### src/rtl/packer_sched.sv
// Message-level round-robin scheduler sharing one 64-bit packer among N_REQ encoder lanes.
// A lane owns the packer for a whole message; the flush handshake closes it before the next grant.
module packer_sched #(
    parameter int N_REQ         = 4,
    parameter int FLUSH_TIMEOUT = 255
) (
    input  logic                  clk,
    input  logic                  rst_n,
    input  logic [N_REQ-1:0]      req_valid,
    input  logic [64*N_REQ-1:0]   req_data,
    input  logic [7*N_REQ-1:0]    req_bits,
    input  logic [N_REQ-1:0]      req_last,
    output logic [N_REQ-1:0]      req_ready,
    output logic [63:0]           pk_data_in,
    output logic [6:0]            pk_valid_bits,
    output logic                  pk_data_valid,
    output logic                  pk_msg_fin,
    input  logic                  pk_done,
    output logic                  grant_valid,
    output logic [2:0]            grant_id,
    output logic [15:0]           msg_count,
    output logic                  err_bits,
    output logic                  err_timeout
);

    localparam logic [1:0] IDLE      = 2'd0;
    localparam logic [1:0] GRANT     = 2'd1;
    localparam logic [1:0] FIN       = 2'd2;
    localparam logic [1:0] WAIT_DONE = 2'd3;

    logic [1:0]  state;
    logic [2:0]  rr_ptr;
    logic [7:0]  cnt;

    logic        any_lo, any_hi;
    logic [2:0]  win_lo, win_hi, winner;
    logic        sel_valid, sel_last, bits_legal;
    logic [63:0] sel_data, masked;
    logic [6:0]  sel_bits;
    logic [2:0]  next_ptr;

    // Lowest requester at or above rr_ptr wins; otherwise wrap to the lowest requester overall.
    always_comb begin
        any_lo = 1'b0;
        any_hi = 1'b0;
        win_lo = '0;
        win_hi = '0;
        for (int unsigned i = 0; i < N_REQ; i++) begin
            if (req_valid[i] && !any_lo) begin
                any_lo = 1'b1;
                win_lo = 3'(i);
            end
            if (req_valid[i] && (3'(i) >= rr_ptr) && !any_hi) begin
                any_hi = 1'b1;
                win_hi = 3'(i);
            end
        end
        winner = any_hi ? win_hi : win_lo;
    end

    always_comb begin
        sel_valid = 1'b0;
        sel_last  = 1'b0;
        sel_data  = '0;
        sel_bits  = '0;
        req_ready = '0;
        for (int unsigned i = 0; i < N_REQ; i++) begin
            if (grant_id == 3'(i)) begin
                sel_valid    = req_valid[i];
                sel_last     = req_last[i];
                sel_data     = req_data[64*i +: 64];
                sel_bits     = req_bits[7*i +: 7];
                req_ready[i] = (state == GRANT);
            end
        end
        bits_legal = (sel_bits != 7'd0) && (sel_bits <= 7'd64);
        masked     = (sel_bits >= 7'd64) ? sel_data
                                         : (sel_data & ((64'd1 << sel_bits) - 64'd1));
        next_ptr   = (grant_id == 3'(N_REQ - 1)) ? 3'd0 : grant_id + 3'd1;
    end

    always_ff @(posedge clk or negedge rst_n) begin
        if (!rst_n) begin
            state         <= IDLE;
            rr_ptr        <= '0;
            cnt           <= '0;
            pk_data_in    <= '0;
            pk_valid_bits <= '0;
            pk_data_valid <= 1'b0;
            pk_msg_fin    <= 1'b0;
            grant_valid   <= 1'b0;
            grant_id      <= '0;
            msg_count     <= '0;
            err_bits      <= 1'b0;
            err_timeout   <= 1'b0;
        end else begin
            pk_data_valid <= 1'b0;
            pk_msg_fin    <= 1'b0;
            case (state)
                IDLE: begin
                    if (any_lo) begin
                        grant_valid <= 1'b1;
                        grant_id    <= winner;
                        state       <= GRANT;
                    end
                end
                GRANT: begin
                    if (sel_valid) begin
                        if (bits_legal) begin
                            pk_data_valid <= 1'b1;
                            pk_data_in    <= masked;
                            pk_valid_bits <= sel_bits;
                        end else begin
                            err_bits <= 1'b1;
                        end
                        if (sel_last) state <= FIN;
                    end
                end
                FIN: begin
                    pk_msg_fin <= 1'b1;
                    cnt        <= '0;
                    state      <= WAIT_DONE;
                end
                WAIT_DONE: begin
                    // pk_done on the expiry cycle still counts as a clean completion.
                    if (pk_done || (cnt == 8'(FLUSH_TIMEOUT - 1))) begin
                        if (pk_done) msg_count   <= msg_count + 16'd1;
                        else         err_timeout <= 1'b1;
                        grant_valid <= 1'b0;
                        rr_ptr      <= next_ptr;
                        cnt         <= '0;
                        state       <= IDLE;
                    end else begin
                        cnt <= cnt + 8'd1;
                    end
                end
                default: state <= IDLE;
            endcase
        end
    end

endmodule

### config.mk
export PLATFORM = sky130hd
export DESIGN_NAME = packer_sched
export DESIGN_NICKNAME = d
export VERILOG_FILES = /design/src/rtl/packer_sched.sv
export SDC_FILE = /design/constraint.sdc
export NUM_CORES = 1
export LEC_CHECK = 0
export ABC_AREA = 0
export CAP_MARGIN = 20
export CORE_AREA = 2 2 155 157
export CTS_CLUSTER_SIZE = 40
export DETAILED_ROUTE_END_ITERATION = 6
export DIE_AREA = 0 0 157 159
export MAX_ROUTING_LAYER = met4
export PLACE_DENSITY = 0.82
export SYNTH_ARGS = -nofsm -noshare
export SYNTH_HDL_FRONTEND = slang
export SYNTH_SLANG_ARGS = --single-unit
### constraint.sdc
create_clock -name clk -period 6.8 [get_ports clk]
set_clock_uncertainty 0.15 [all_clocks]
set_input_delay 1.36 -clock clk [delete_from_list [all_inputs] [get_ports clk]]
set_output_delay 1.36 -clock clk [all_outputs]
set_load 0.01 [all_outputs]
Word-level counts from Yosys, hierarchy flattened
Index checks and enable logic that the tools add are counted.
Operators by class
  $add $sub $neg: 4
  order comparisons: 6
  equal/unequal tests: 11
  shift-type cells: 1
  multiplexer cells: 51
  bitwise operators: 3
  reduce and logical (&&, ||, !) cells: 31
Operator list (count)
  64-bit 2-to-1 mux: 5
  64-bit AND: 1
  1-bit by 7-bit left shift with 64-bit output, first input constant: 1
  64-bit by 1-bit subtractor with 64-bit output, second input constant: 1
  1-bit 2-to-1 mux: 28
  7-bit 2-to-1 mux: 4
  3-bit 2-to-1 mux: 6
  16-bit by 1-bit adder with 16-bit output, second input constant: 1
  8-bit case mux with 2 select lines: 1
  3-bit AND reduction: 5
  1-bit logical AND: 11
  8-bit by 1-bit adder with 8-bit output, second input constant: 1
  8-bit == test, second input constant: 1
  2-bit 2-to-1 mux: 4
  8-bit 2-to-1 mux: 1
  2-bit inequality test, second input constant: 4
  2-bit case mux with 4 select lines: 1
  7-bit greater-or-equal comparator, second input constant: 1
  7-bit <= comparator, second input constant: 1
  7-bit nonzero test: 1
  3-bit by 2-bit == test with 1-bit output, second input constant: 2
  1-bit by 3-bit greater-or-equal comparator with 1-bit output, first input constant: 2
  2-bit by 3-bit greater-or-equal comparator with 1-bit output, first input constant: 2
  1-bit zero test: 6
  other kinds (12): 16
Storage, ports and cells
  register bits: 108
  bits of input ports: 295
  output and inout bits: 99
  logic and storage cells: 119

Depth between registers and ports, before layout
Gate-level depths: netlist of run 1.
  word-level depth: 13
  gate-level depth with buffers: 16
  mapped depth without buffers: 13

Worst setup path before layout of run 1
No wires, ideal clock.
  path kind: input to register
  start point: input port req_bits[12]
  end point: register pk_data_in[38]
  setup time: 82 ps
  data arrival time: 3825 ps
  required time: 6568 ps
  slack: 2743 ps
  cell stages on the path: 12
  path buffers: 1
  cells stage by stage: a211oi_2 > a221o_1 > o21ai_1 > nor2_1 > nand2_1 > ha_1 > o221a_2 > buf_4 > o311ai_4 > nor2_4 > or4b_1 > a31oi_1
On the way
  word-level cells in the longest chain between the ends: 7
  elaborated cells on any way between the ends: 12
  those cells by class: add/sub (1); order compare (2); shift (1); mux (4); bitwise (1); reduce/logical (3)
Ends and longest elaborated chain
  start, declared: line 11  | input logic [7*N_REQ-1:0] req_bits,
  7-bit 2-to-1 mux * (3 in a row): line 68  | if (grant_id == 3'(i)) begin
  1-bit by 7-bit left shift with 64-bit output: line 78  | : (sel_data & ((64'd1 << sel_bits) - 64'd1));
  64-bit by 1-bit subtractor with 64-bit output: line 78
  64-bit AND: line 78
  64-bit 2-to-1 mux: line 77  | masked = (sel_bits >= 7'd64) ? sel_data
  end signal, assigned: line 111  | pk_data_in <= masked;
  end, declared: line 14  | output logic [63:0] pk_data_in,
Every way passes the cells marked *; elsewhere a longest branch is shown, timed or not.
A chain may end at the register's enable or synchronous reset.

Worst setup path after layout of run 1
  start point: register grant_id[0]
  end point: register pk_data_in[60]
On the way
  word-level cells in the longest chain between the ends: 9
  elaborated cells on any way between the ends: 25
  those cells by class: add/sub (1); order compare (2); eq/ne (3); shift (1); mux (13); bitwise (1); reduce/logical (4)
Ends and longest elaborated chain
  start, declared: line 20  | output logic [2:0] grant_id,
  start signal, assigned: line 103  | grant_id <= winner;
  3-bit zero test: line 68
  7-bit 2-to-1 mux (4 in a row): line 68
  1-bit by 7-bit left shift with 64-bit output: line 78
  64-bit by 1-bit subtractor with 64-bit output: line 78
  64-bit AND: line 78
  64-bit 2-to-1 mux: line 77
Several ways; a longest one is shown, not always the timed one.

==> metrics.txt, run 1 <==
GRT overflow 0; Initial Util 0.357; GR Util All Layers 0.296; leak pwr 5.01 nW; Die ar. 25000 um^2; final setup fails 0; multi-input logic area 5250 um^2; Req. time, crit path 6.89 ns; clock buffer count from CTS 9; Final Routed Wirelength 36900 um; Setup CP Type reg -> reg; endpoint class of the critical path flop; Pre-Repair DR Iteration Count 5; Slew @ Worst Pin 0.921 ns; Antenna diodes 0; f_max 199 MHz; Hold Vio Cnt, Final 0; initial antenna violation count 0; worst-path maximum fanout 92; mapped cell area 8290 um^2; dominant synthesized flop cell dfrtp_1; top-level I/O count 394; count of cell types in the netlist 79; Core Rows 56; Sequential Area 2650 um^2; critical path arrival 5.11 ns; post-CTS resize count 0; Die X-Extent 157 um; Max IR drop VDD 0.390 mV; hold buffers post-CTS 0; power per cell area 493 nW/um^2; DR iter-0 viols 948; CP endpoint pk_data_in[60]$_DFFE_PN0P_; WL per Instance 20.3 um; Post-synth EDFFs 0; Final Cycle Share 0.739; vias per cell 5.48; Area Overhead vs Synth 53.3%; largest net degree at the start of global routing 99; CTS tree yes; cells on worst reg2reg path 14; Yosys reg bits 106; setup TNS 0 ns; relative slew slack 0.386; Final Max Tran Viols 0; max cap viols 0; CTS HTree Levels 3; Root Driver clkbuf_16; status complete, no violations; RSZ-0062 raised after global routing no; HPWL Detailed 28800 um; CTS clk-pin slew, worst paths 0.08 ns; share of flip-flops with an asynchronous set or reset 1.00; clk sinks 106; worst hold slack 0.325 ns; vias in the first global route 9766; Clk Latency, worst-skew pair 0.37 ns; Residual DRC 0; register area share after synthesis 0.320; gpl congestion 0.974; Crit. Startpoint grant_id[0]$_DFFE_PN0P_; Avg Cell Area, Syn 7.15 um^2; Die Y-Extent 159 um; Period minus WS final 5.02 ns; postcts setup bufs 0; Final Total Pwr 0.00627 W; reg2reg start grant_id[0]$_DFFE_PN0P_; Register-to-Register Setup Slack 1.78 ns; floorplan core area 23200 um^2; Post-DRT Antenna Nets 0; DR vias 9947; Synth warnings 0; layout cells sized above 1 0.0448; PortBufs 392; nets 1797; Worst Hold Class reg -> reg; CTS Buffer Depth 2; first-pass GRT wire length 55400 um; Critical R2R Capture pk_data_in[60]$_DFFE_PN0P_; syn nets 1467; filler instances 2169; Gate Count Post-Synth 1160; startpoint types flop
-- worst min path at each step --
stage | start | depth (start not counted) | endpoint
2_1_floorplan | cnt[6]$_DFFE_PN0P_ | 1 | cnt[6]$_DFFE_PN0P_
3_3_place_gp | pk_data_in[12]$_DFFE_PN0P_ | 2 | pk_data_in[12]$_DFFE_PN0P_
3_5_place_dp | pk_data_in[12]$_DFFE_PN0P_ | 2 | pk_data_in[12]$_DFFE_PN0P_
4_1_cts | pk_data_in[12]$_DFFE_PN0P_ | 2 | pk_data_in[12]$_DFFE_PN0P_
5_1_grt | pk_data_in[3]$_DFFE_PN0P_ | 1 | pk_data_in[3]$_DFFE_PN0P_
6_report | pk_data_in[12]$_DFFE_PN0P_ | 2 | pk_data_in[12]$_DFFE_PN0P_
-- through the flow --
stage | cells | area, um^2 | setup slack [ns] | utilization
final | 1814 | 12700 | 1.78 | 0.548
after global routing | 1814 | 12700 | 1.41 | 0.548
after CTS | 1813 | 12700 | 1.78 | 0.548
after detailed placement | 1797 | 12400 | 1.59 | 0.534
after global placement | 1797 | 12400 | 1.71 | 0.534
after floorplan | 1160 | 8290 | 2.74 | -
-- sequential cells by signal (all words and copies together), names as in the netlist --
name and cells:
pk_valid_bits 7, msg_count 16, grant_id 2, pk_msg_fin 1
grant_valid 1, rr_ptr 2, cnt 8, err_timeout 1
pk_data_in 64, pk_data_valid 1, err_bits 1, state 2
-- cell usage in the layout, fill, tap and decap left out, drive strengths merged, types with 14 or more instances in the layout --
| cell | instances |
|---|---|
| inv | 14 |
| o31ai | 19 |
| buf | 18 |
| nor3 | 20 |
| clkdlybuf4s50 | 391 |
| o21ai | 86 |
| dfrtp | 106 |
| nand2 | 215 |
| nor2 | 180 |
| xnor2 | 28 |
| nand3 | 34 |
| a21oi | 165 |
| o211ai | 37 |
-- cell type report --
class                      count  share of cell area
clock buffer                   9              0.0177
clock inverter                 7             0.00748
inverter                      11             0.00325
multi-input combinational    953               0.413
sequential                   106               0.209
tap                          319              0.0314
timing repair buffer         409               0.318
-- Yosys cell counts, types with 12 or more instances --
cell type	n	area, um^2
buf_2	12	60.1
nor3_1	19	95.1
nand2_1	215	807
o211ai_1	36	270
dfrtp_1	106	2650
o21ai_0	82	410
o221ai_1	12	105
a21oi_1	164	821
clkbuf_1	55	206
nand3_1	33	165
nor2_1	177	664
buf_1	15	56.3
o31ai_1	19	143
ha_1	12	150
xnor2_1	28	245
-- per-layer routing --
metal,up-vias,GRT usage,routed length [um]
met4,0,0.153,2110
met5,-,-,0
met1,4554,0.358,14900
met3,115,0.0593,2840
met2,504,0.465,17000
li1,4774,-,-
-- cells by family (layout without fill, tap and decap cells) --
kind of cell	Yosys count	count (layout)	synth area share
buf+inv	101	436	0.0530
other cells	1	1	0.000452
xor+xnor	38	38	0.0401
simple gates	501	501	0.258
fa+ha+maj	12	12	0.0181
compound gates	393	393	0.300
flops	106	106	0.320
mux	8	8	0.0103
-- critical path, stage by stage (launching register included) --
cell and delay [ns]:
dfrtp_1 0.53, ha_4 0.37, buf_4 0.70, a211oi_2 0.12, a221o_1 0.47, o21ai_1 0.13, buf_4 0.24, nor2_1 0.14
nand2_1 0.09, ha_1 0.44, o221a_2 0.47, o311ai_4 0.23, nor3_2 0.43, mux2i_1 0.26, a21oi_1 0.09
-- power breakdown --
part | internal, W | switching, W | leakage [nW]
clock | 0.000298 | 0.000277 | 0.157
sequential | 0.000866 | 0.000182 | 1.36
combinational | 0.00171 | 0.00293 | 3.49
total | 0.00288 | 0.00339 | 5.01
Power figures use the tool's default switching activity.
==> inputs of run 2 (changes only) <==
--- a/config.mk
+++ b/config.mk
@@ -7,12 +7,12 @@
 export LEC_CHECK = 0
 export ABC_AREA = 0
 export CAP_MARGIN = 20
-export CORE_AREA = 2 2 155 157
+export CORE_AREA = 2 2 153 155
 export CTS_CLUSTER_SIZE = 40
 export DETAILED_ROUTE_END_ITERATION = 6
-export DIE_AREA = 0 0 157 159
+export DIE_AREA = 0 0 155 157
 export MAX_ROUTING_LAYER = met4
-export PLACE_DENSITY = 0.82
+export PLACE_DENSITY = 0.84
 export SYNTH_ARGS = -nofsm -noshare
 export SYNTH_HDL_FRONTEND = slang
 export SYNTH_SLANG_ARGS = --single-unit
==> constraint.sdc (replaced) <==
create_clock -name clk -period 5.1 [get_ports clk]
set_clock_uncertainty 0.15 [all_clocks]
set_input_delay 1.02 -clock clk [delete_from_list [all_inputs] [get_ports clk]]
set_output_delay 1.02 -clock clk [all_outputs]
set_load 0.01 [all_outputs]
==> run 2 against run 1 <==
Combinational power is 35% higher. Setup slack lost 0.87 ns. Register-to-register slack got worse by 0.87 ns. Cell count is 1.3% lower. Wire length down 0.27%. Hold slack better by 0.0035 ns. Cell area up 0.24%. Utilization grew 1.8 points. Via count is 1.4% higher. Critical path depth fell by 3. Critical endpoint is now pk_data_in[38]$_DFFE_PN0P_.
==> metrics.txt, run 2 (same netlist as run 1, synthesis figures left out) <==
Crit. Startpoint grant_id[1]$_DFFE_PN0P_; Slew @ Worst Pin 0.927 ns (+0.00651 ns); multi-input logic area 5240 um^2 (-0.14%); DR iter-0 viols 928 (-2.1%); Sequential Area 2650 um^2 (unchanged); floorplan core area 22500 um^2 (-3.0%); Register-to-Register Setup Slack 0.90 ns (-0.87 ns); Die ar. 24300 um^2 (-2.5%); Hold Path Depth 2 (unchanged); HPWL Detailed 28900 um (+0.45%); Sw Pwr 0.00452 W (+33%); cells on worst reg2reg path 11 (-3); largest net degree at the start of global routing 97 (-2.0%); Setup CP Type reg -> reg; hold buffers post-CTS 0 (unchanged); Placed Cells 1775 (-1.2%); Flop pwr share 0.166 (about the same); Req. time, crit path 5.24 ns (-1.65 ns); critical path arrival 4.34 ns (-0.77 ns); GR Util All Layers 0.303 (+0.00703); WL per Instance 20.5 um (+1.0%); Internal Pwr Total 0.00391 W (+36%); Setup WS post-layout 0.905 ns (-0.871 ns); Initial Util 0.368 (+0.0110); final setup fails 0 (unchanged); relative slew slack 0.382 (-0.00434); max cap viols 0 (unchanged); most common cell after layout, fill and taps aside clkdlybuf4s50_1; part of the power in the clock network 0.090 (-0.002); most flop-heavy register pk_data_in; Hold Vio Cnt, Final 0 (unchanged); Die X-Extent 155 um (-1.3%); Final Max Tran Viols 0 (unchanged); Critical R2R Capture pk_data_in[38]$_DFFE_PN0P_; Residual DRC 0 (unchanged); combinational share of power 0.745 (+0.004); setup TNS 0 ns (unchanged); CTS Buffer Depth 2 (unchanged); Final Cycle Share 0.823 (+0.0837); Root Driver clkbuf_16; layout cells sized above 1 0.0518 (+0.00698); first-pass GRT wire length 55600 um (+0.37%); startpoint types flop; worst hold slack 0.329 ns (+0.00353 ns); status complete, no violations; min-delay src pk_data_in[31]$_DFFE_PN0P_; top-level I/O count 394 (unchanged); power per cell area 661 nW/um^2 (+34%); Worst Hold Class reg -> reg; PortBufs 392 (unchanged); CTS HTree Levels 3 (unchanged); DR vias 10100 (+1.4%); vias in the first global route 9637 (-1.3%); postcts setup bufs 0 (unchanged); Switching Share 0.536 (-0.00508); Post-DRT Antenna Nets 0 (unchanged); f_max 238 MHz (+20%); RSZ-0062 raised after global routing no; endpoint class of the critical path flop; initial antenna violation count 0 (unchanged); Die Y-Extent 157 um (-1.3%); Place WS 0.743 ns (-0.847 ns); reg2reg start grant_id[1]$_DFFE_PN0P_; Pre-Repair DR Iteration Count 6 (+1); clk sinks 106 (unchanged); Core Rows 55 (-1.8%); Final Routed Wirelength 36800 um (-0.27%); post-CTS resize count 0 (unchanged); clock buffer count from CTS 9 (unchanged); Final Non-Filler Cells 1791 (-1.3%); Period minus WS final 4.20 ns (-0.829 ns); Top Registers pk_data_in x64, msg_count x16, cnt x8; gpl congestion 1.02 (+4.8%); Max IR drop VDD 0.440 mV (+13%); worst-path maximum fanout 52 (-43%); WHS Endpoint pk_data_in[31]$_DFFE_PN0P_; Antenna diodes 0 (unchanged); Final Total Pwr 0.00843 W (+34%); leak pwr 5.07 nW (+1.2%); vias per cell 5.63 (+2.7%); CTS clk-pin slew, worst paths 0.08 ns (about the same); GRT overflow 0 (unchanged); filler instances 2105 (-3.0%); Area Overhead vs Synth 53.7%; CTS tree yes; most frequent cells in the layout 391 x clkdlybuf4s50_1, 215 x nand2_1, 177 x nor2_1, 164 x a21oi_1, 106 x dfrtp_1; Clk Latency, worst-skew pair 0.37 ns (about the same); nets 1808 (+0.61%); number of flip-flops in the largest register 64 (unchanged)
## run 2: per-stage QoR
step | util | cell area (um^2)
floorplan | - | 8290
global placement | 0.552 | 12400
detailed placement | 0.552 | 12400
CTS | 0.566 | 12700
global route | 0.566 | 12700
finish | 0.566 | 12700
## run 2: critical path: stages (launching register included)
cell	delay, ns
dfrtp_1	0.49
inv_1	0.17
ha_4	0.52
a211oi_2	0.19
a221oi_4	0.55
o21ai_2	0.27
nor2_2	0.42
nand2_1	0.17
nand3_1	0.39
nor2_4	0.09
or4b_1	0.51
a31oi_1	0.16
## run 2: layout make-up
cell class	count	area share
clock buffer	9	0.0177
clock inverter	7	0.00727
inverter	11	0.00324
multi-input combinational	953	0.411
sequential	106	0.208
tap	285	0.0280
timing repair buffer	420	0.324
## run 2: how the worst max path moves through the flow
stage	to	slack, ns	cells after the start
2_1_floorplan	pk_data_in[38]$_DFFE_PN0P_	1.38	12
3_3_place_gp	pk_data_in[38]$_DFFE_PN0P_	0.64	11
3_5_place_dp	pk_data_in[38]$_DFFE_PN0P_	0.74	11
4_1_cts	pk_data_in[38]$_DFFE_PN0P_	1.00	12
5_1_grt	pk_data_in[38]$_DFFE_PN0P_	0.71	11
6_report	pk_data_in[38]$_DFFE_PN0P_	0.90	11
## run 2: metal layers
layer,routed length (um),GRT usage
met1,15000,0.368
met2,17900,0.508
met3,2680,0.0559
met4,1180,0.105
met5,0,-
## run 2: power groups by stage
stage	sequential [W]	combinational [W]	clock, W
floorplan	0.00148	0.00372	0
global placement	0.00140	0.00617	0
detailed placement	0.00141	0.00618	0
CTS	0.00140	0.00620	0.000767
global route	0.00143	0.00679	0.000792
finish	0.00140	0.00627	0.000756
==> RTL change 1, RTL diff (flow settings as in run 2) <==
Change the parameter `N_REQ` from 4 to 5.
--- a/src/rtl/packer_sched.sv
+++ b/src/rtl/packer_sched.sv
@@ -2,5 +2,5 @@
 // A lane owns the packer for a whole message; the flush handshake closes it before the next grant.
 module packer_sched #(
-    parameter int N_REQ         = 4,
+    parameter int N_REQ         = 5,
     parameter int FLUSH_TIMEOUT = 255
 ) (
Ports: changed (5 resized); port bits go from 394 to 468. The function was not compared with the original's and may differ.
==> RTL change 1 against run 2 <==
  * The flow now finishes with violations (DRC)
  * Synthesized cell count is 2.5% lower
  * Fmax is 9.3% lower
  * Design area is 10% higher
  * Sequential cell count is 2 higher
  * Core utilization is 5.7 points higher
  * Critical path depth stayed put
  * Via count is 16% higher
  * Worst setup slack worse by 0.43 ns
  * Power is 7.9% higher
  * Area after synthesis is 6.5% higher
  * Wire length is 37% higher
  * Worst hold slack worse by 0.0082 ns
==> RTL change 1: results (changes against run 2) <==
- Compound-gate portion of the synthesized area: 35.5% (+5.5 points)
- Fillers: 2026 (-3.8%)
- Met1 Track Usage GR: 53.8% (+17 points)
- Status: finished with violations
- Worst setup startpoint: grant_id[2]
- HPWL after DPL: 39900 um (+38%)
- DR vias: 11678 (+16%)
- WP data arrival: 4.76 ns (+0.42 ns)
- Syn nets: 1512 (+3.1%)
- Most area-consuming cells after synthesis: dfrtp_1 31%, nand2_1 8.5%, a221oi_1 6.5%
- Pin count of the biggest net entering global routing: 101 (+4.1%)
- First-pass GRT wire length: 72100 um (+30%)
- Share of post-route cells with drive strength above 1: 6.29% (+1.1 points)
- Pre-antenna DRT Iters: 7 (+1)
- Crit Reg-Reg Endpoint: pk_data_in[50]
- Post-synthesis xor/xnor area fraction: 2.28% (-1.7 points)
- Gpl congestion: 1.07 (+4.9%)
- Failing checks: DRC
- Max VDD drop: 0.442 mV (+0.51%)
- Worst-margin pin slew: 1.04 ns (+0.116 ns)
- Root buffer cell: clkbuf_16
- Routed len/inst: 27.2 um (+33%)
- Post-synthesis adder-cell area fraction: 1.84% (+0.031 points)
- Skew-Pair Late Insertion Delay: 0.38 ns
- Synth top area share: 30.6% (-1.4 points)
- # resized after CTS: 0 (unchanged)
- Worst r2r path cells: 11 (unchanged)
- Syn avg cell area: 7.81 um2 (+9.2%)
- Met2 Resource Use GR: 62.3% (+12 points)
- Worst R2R Setup Slack: 0.48 ns (-0.43 ns)
- DRC: 1 (+1)
- Post-synthesis sequential area ratio: 30.6% (-1.4 points)
- Tot GR Track Use: 41.2% (+11 points)
- Worst min path class: reg -> reg
- Endpoints failing hold: 0 (unchanged)
- Maximum fanout along the worst path: 18 (-65%)
- Nets: 1919 (+6.1%)
- Setup Buffers After CTS: 0 (unchanged)
- Vias in the first global route: 10959 (+14%)
- Via/cell ratio: 6.32 (+12%)
- Initial DRC count: 1514 (+63%)
- Met3 usage: 12.1% (+6.5 points)
- Hold WS: 0.321 ns (-0.00818 ns)
- Total number of yosys warnings: 0 (unchanged)
- IO Port Bufs: 467 (+19%)
- Num CTS Buffers: 9 (unchanged)
- Clock transition at path regs: 0.09 ns
- Commonest cells in the netlist: 199 x nand2_1, 111 x nor2_1, 108 x dfrtp_1
- Static leakage: 0.00527 uW (+3.9%)
- DP Cell Count: 1812 (+2.1%)
- Initial antenna violation count: 18 (+18)
- Multiplexer share of the synthesized area: 1.18% (+0.15 points)
[RTL change 1: where the power goes]
part | switching, uW | leakage [uW] | internal [uW]
Clock | 366 | 0.000137 | 339
Combinational | 4520 | 0.00372 | 2500
Sequential | 227 | 0.00141 | 1140
[RTL change 1: metrics by stage]
stage	setup WS [ns]	total power [uW]	area [um2]
after CTS	0.589	8920	14000
final	0.476	9100	14000
after global placement	0.736	8200	13700
after floorplan	1.27	5370	8830
after global routing	0.223	9590	14000
after detailed placement	0.645	8190	13700
[RTL change 1: worst min path at each step]
stage          cells after the start           start        endpoint
3_5_place_dp                       2  pk_data_in[17]  pk_data_in[17]
4_1_cts                            2  pk_data_in[17]  pk_data_in[17]
6_report                           1     err_timeout     err_timeout
3_3_place_gp                       2  pk_data_in[17]  pk_data_in[17]
5_1_grt                            1     err_timeout     err_timeout
2_1_floorplan                      1          cnt[7]          cnt[7]
[RTL change 1: critical path, stage by stage (launching register included)]
cell and delay [ns]:
dfrtp_1 0.80, and2_1 0.67, o21ai_1 0.27, nor2_1 0.59, nor2_1 0.16, nand4_1 0.13
ha_1 0.27, buf_4 0.26, o31a_2 0.32, nand4_2 0.24, or3_1 0.45, a31oi_1 0.22
[RTL change 1: final cells by class]
type / count / area share, %
Tap cell: 285 / 2.54
Antenna cell: 19 / 0.339
Timing Repair Buffer: 504 / 35.3
Clock buffer: 9 / 1.61
Multi-Input combinational cell: 901 / 40.2
Sequential cell: 108 / 19.3
Inverter: 14 / 0.375
Clock inverter: 7 / 0.402
[RTL change 1: metal layers]
layer | vias to the layer above | part of all wire [%]
li1 | 5170 | -
met2 | 742 | 45
met4 | 0 | 2.8
met1 | 5658 | 40
met5 | - | 0
met3 | 108 | 12
==> RTL change 2, RTL diff (flow settings as in run 2) <==
Made on the original files. Make the reset (`rst_n`) synchronous in one clocked block.
--- a/src/rtl/packer_sched.sv
+++ b/src/rtl/packer_sched.sv
@@ -80,5 +80,5 @@
     end
 
-    always_ff @(posedge clk or negedge rst_n) begin
+    always_ff @(posedge clk) begin
         if (!rst_n) begin
             state         <= IDLE;
Formal check against the unedited RTL: differs if rst_n is asserted again (counterexample within 4 cycles, from zero or initial values and one cycle with rst_n low); with rst_n held inactive, the same outputs for 4 cycles.
==> RTL change 2 against run 2 <==
  * The flow now finishes with violations (DRC)
  * Worst setup slack got worse by 0.20 ns
  * Area after synthesis grew 2.9%
  * Design area grew 1.4%
  * Die area unchanged
  * Wire length increased by 17%
  * Worst hold slack got worse by 0.023 ns
  * Count of clock-buffer cells in the layout stayed put
  * Highest routed layer unchanged
  * Sequential cell count is the same
  * First-iteration DRC count is 35% higher
  * Non-clock buffer count increased by 9
Power is not compared: it rests on default switching activity, and its combinational part moved more than twofold at a synthesized area within 25%.
==> RTL change 2: results (changes against run 2) <==
- CP top delay family: compound AO/OA/AOI/OAI gates
- Met1 Track Usage GR: 42.0% (+5.2 points)
- Status: finished with violations
- Worst r2r path cells: 10 (-1)
- Gpl congestion: 1.05 (+2.3%)
- Maximum fanout along the worst path: 19 (-63%)
- Worst R2R Setup Slack: 0.70 ns (-0.20 ns)
- Mapped Cells: 1287 (+11%)
- Initial antenna violation count: 6 (+6)
- Pin count of the biggest net entering global routing: 79 (-19%)
- Tot GR Track Use: 34.4% (+4.1 points)
- Initial DRC count: 1250 (+35%)
- Critical path endpoint: pk_data_in[28]
- HPWL after DPL: 33600 um (+16%)
- Worst setup startpoint: grant_id[0]
- Vias in the first global route: 10319 (+7.1%)
- Met2 Resource Use GR: 54.5% (+3.7 points)
- Most area-consuming cells after synthesis: dfxtp_1 25%, nand2_1 9.5%, a21oi_1 9.3%
- Ys flop type: dfxtp_1
- Met3 usage: 9.00% (+3.4 points)
- Max VDD drop: 0.228 mV
- First-pass GRT wire length: 61600 um (+11%)
- Asr flop ratio synth: 0% (-100 points)
- Commonest cells in the netlist: 215 x nand2_1, 158 x a21oi_1, 152 x nor2_1
- Met1 Wirelength: 17600 um (+17%)
- Pre-antenna DRT Iters: 7 (+1)
- Syn nets: 1594 (+8.7%)
- Synth cell types: 80 (+1.3%)
- Failing checks: DRC
- DRC: 1 (+1)
- Final Instance Count excl. Fillers: 1910 (+6.6%)
- Slowest CP cell: ha_1
## RTL change 2: cell types whose count changed after synthesis, moves of 13 or more
cell      delta
a21boi_1    +32
and2_1      +21
clkbuf_1    +17
dfrtp_1    -106
dfxtp_1    +106
nand3_1     +22
nor2_1      -25
nor3_1      +15
o21ai_1     +13
## RTL change 2: worst min path at each step
| stage | startpoint | end | slack (ns) | cells after the start |
|---|---|---|---|---|
| 5_1_grt | pk_data_in[3] | pk_data_in[3] | 0.32 | 2 |
| 3_3_place_gp | pk_data_in[42] | pk_data_in[42] | 0.28 | 2 |
| 4_1_cts | pk_data_in[3] | pk_data_in[3] | 0.31 | 2 |
| 2_1_floorplan | cnt[5] | cnt[5] | 0.32 | 2 |
| 3_5_place_dp | pk_data_in[3] | pk_data_in[3] | 0.30 | 2 |
| 6_report | pk_data_in[53] | pk_data_in[53] | 0.31 | 2 |
## RTL change 2: layout make-up
type	instances	area (um2)
Clock buffer	9	225
Sequential cell	106	2120
Multi-Input combinational cell	1056	5910
Clock inverter	6	51.3
Antenna cell	8	20.0
Inverter	11	41.3
Fill cell	2133	9580
Timing Repair Buffer	429	4200
Tap cell	285	357
## RTL change 2: where the power goes
group          internal [uW]  leakage, uW  switching [uW]  total [uW]
clock network            336     0.000131             353         689
logic                   1130      0.00373            1980        3100
registers                918     0.000857            68.8         987
## RTL change 2: logic make-up after synthesis
group / after synthesis / share of synthesized area, %
and+or+nand+nor: 563 / 29.8
buffers and inverters: 125 / 6.45
adders and majority gates: 12 / 1.76
DFF: 106 / 24.9
AOI/OAI and AO/OA: 444 / 33.2
other: 1 / 0.0440
muxes: 11 / 1.31
xor gates and xnor gates: 25 / 2.57
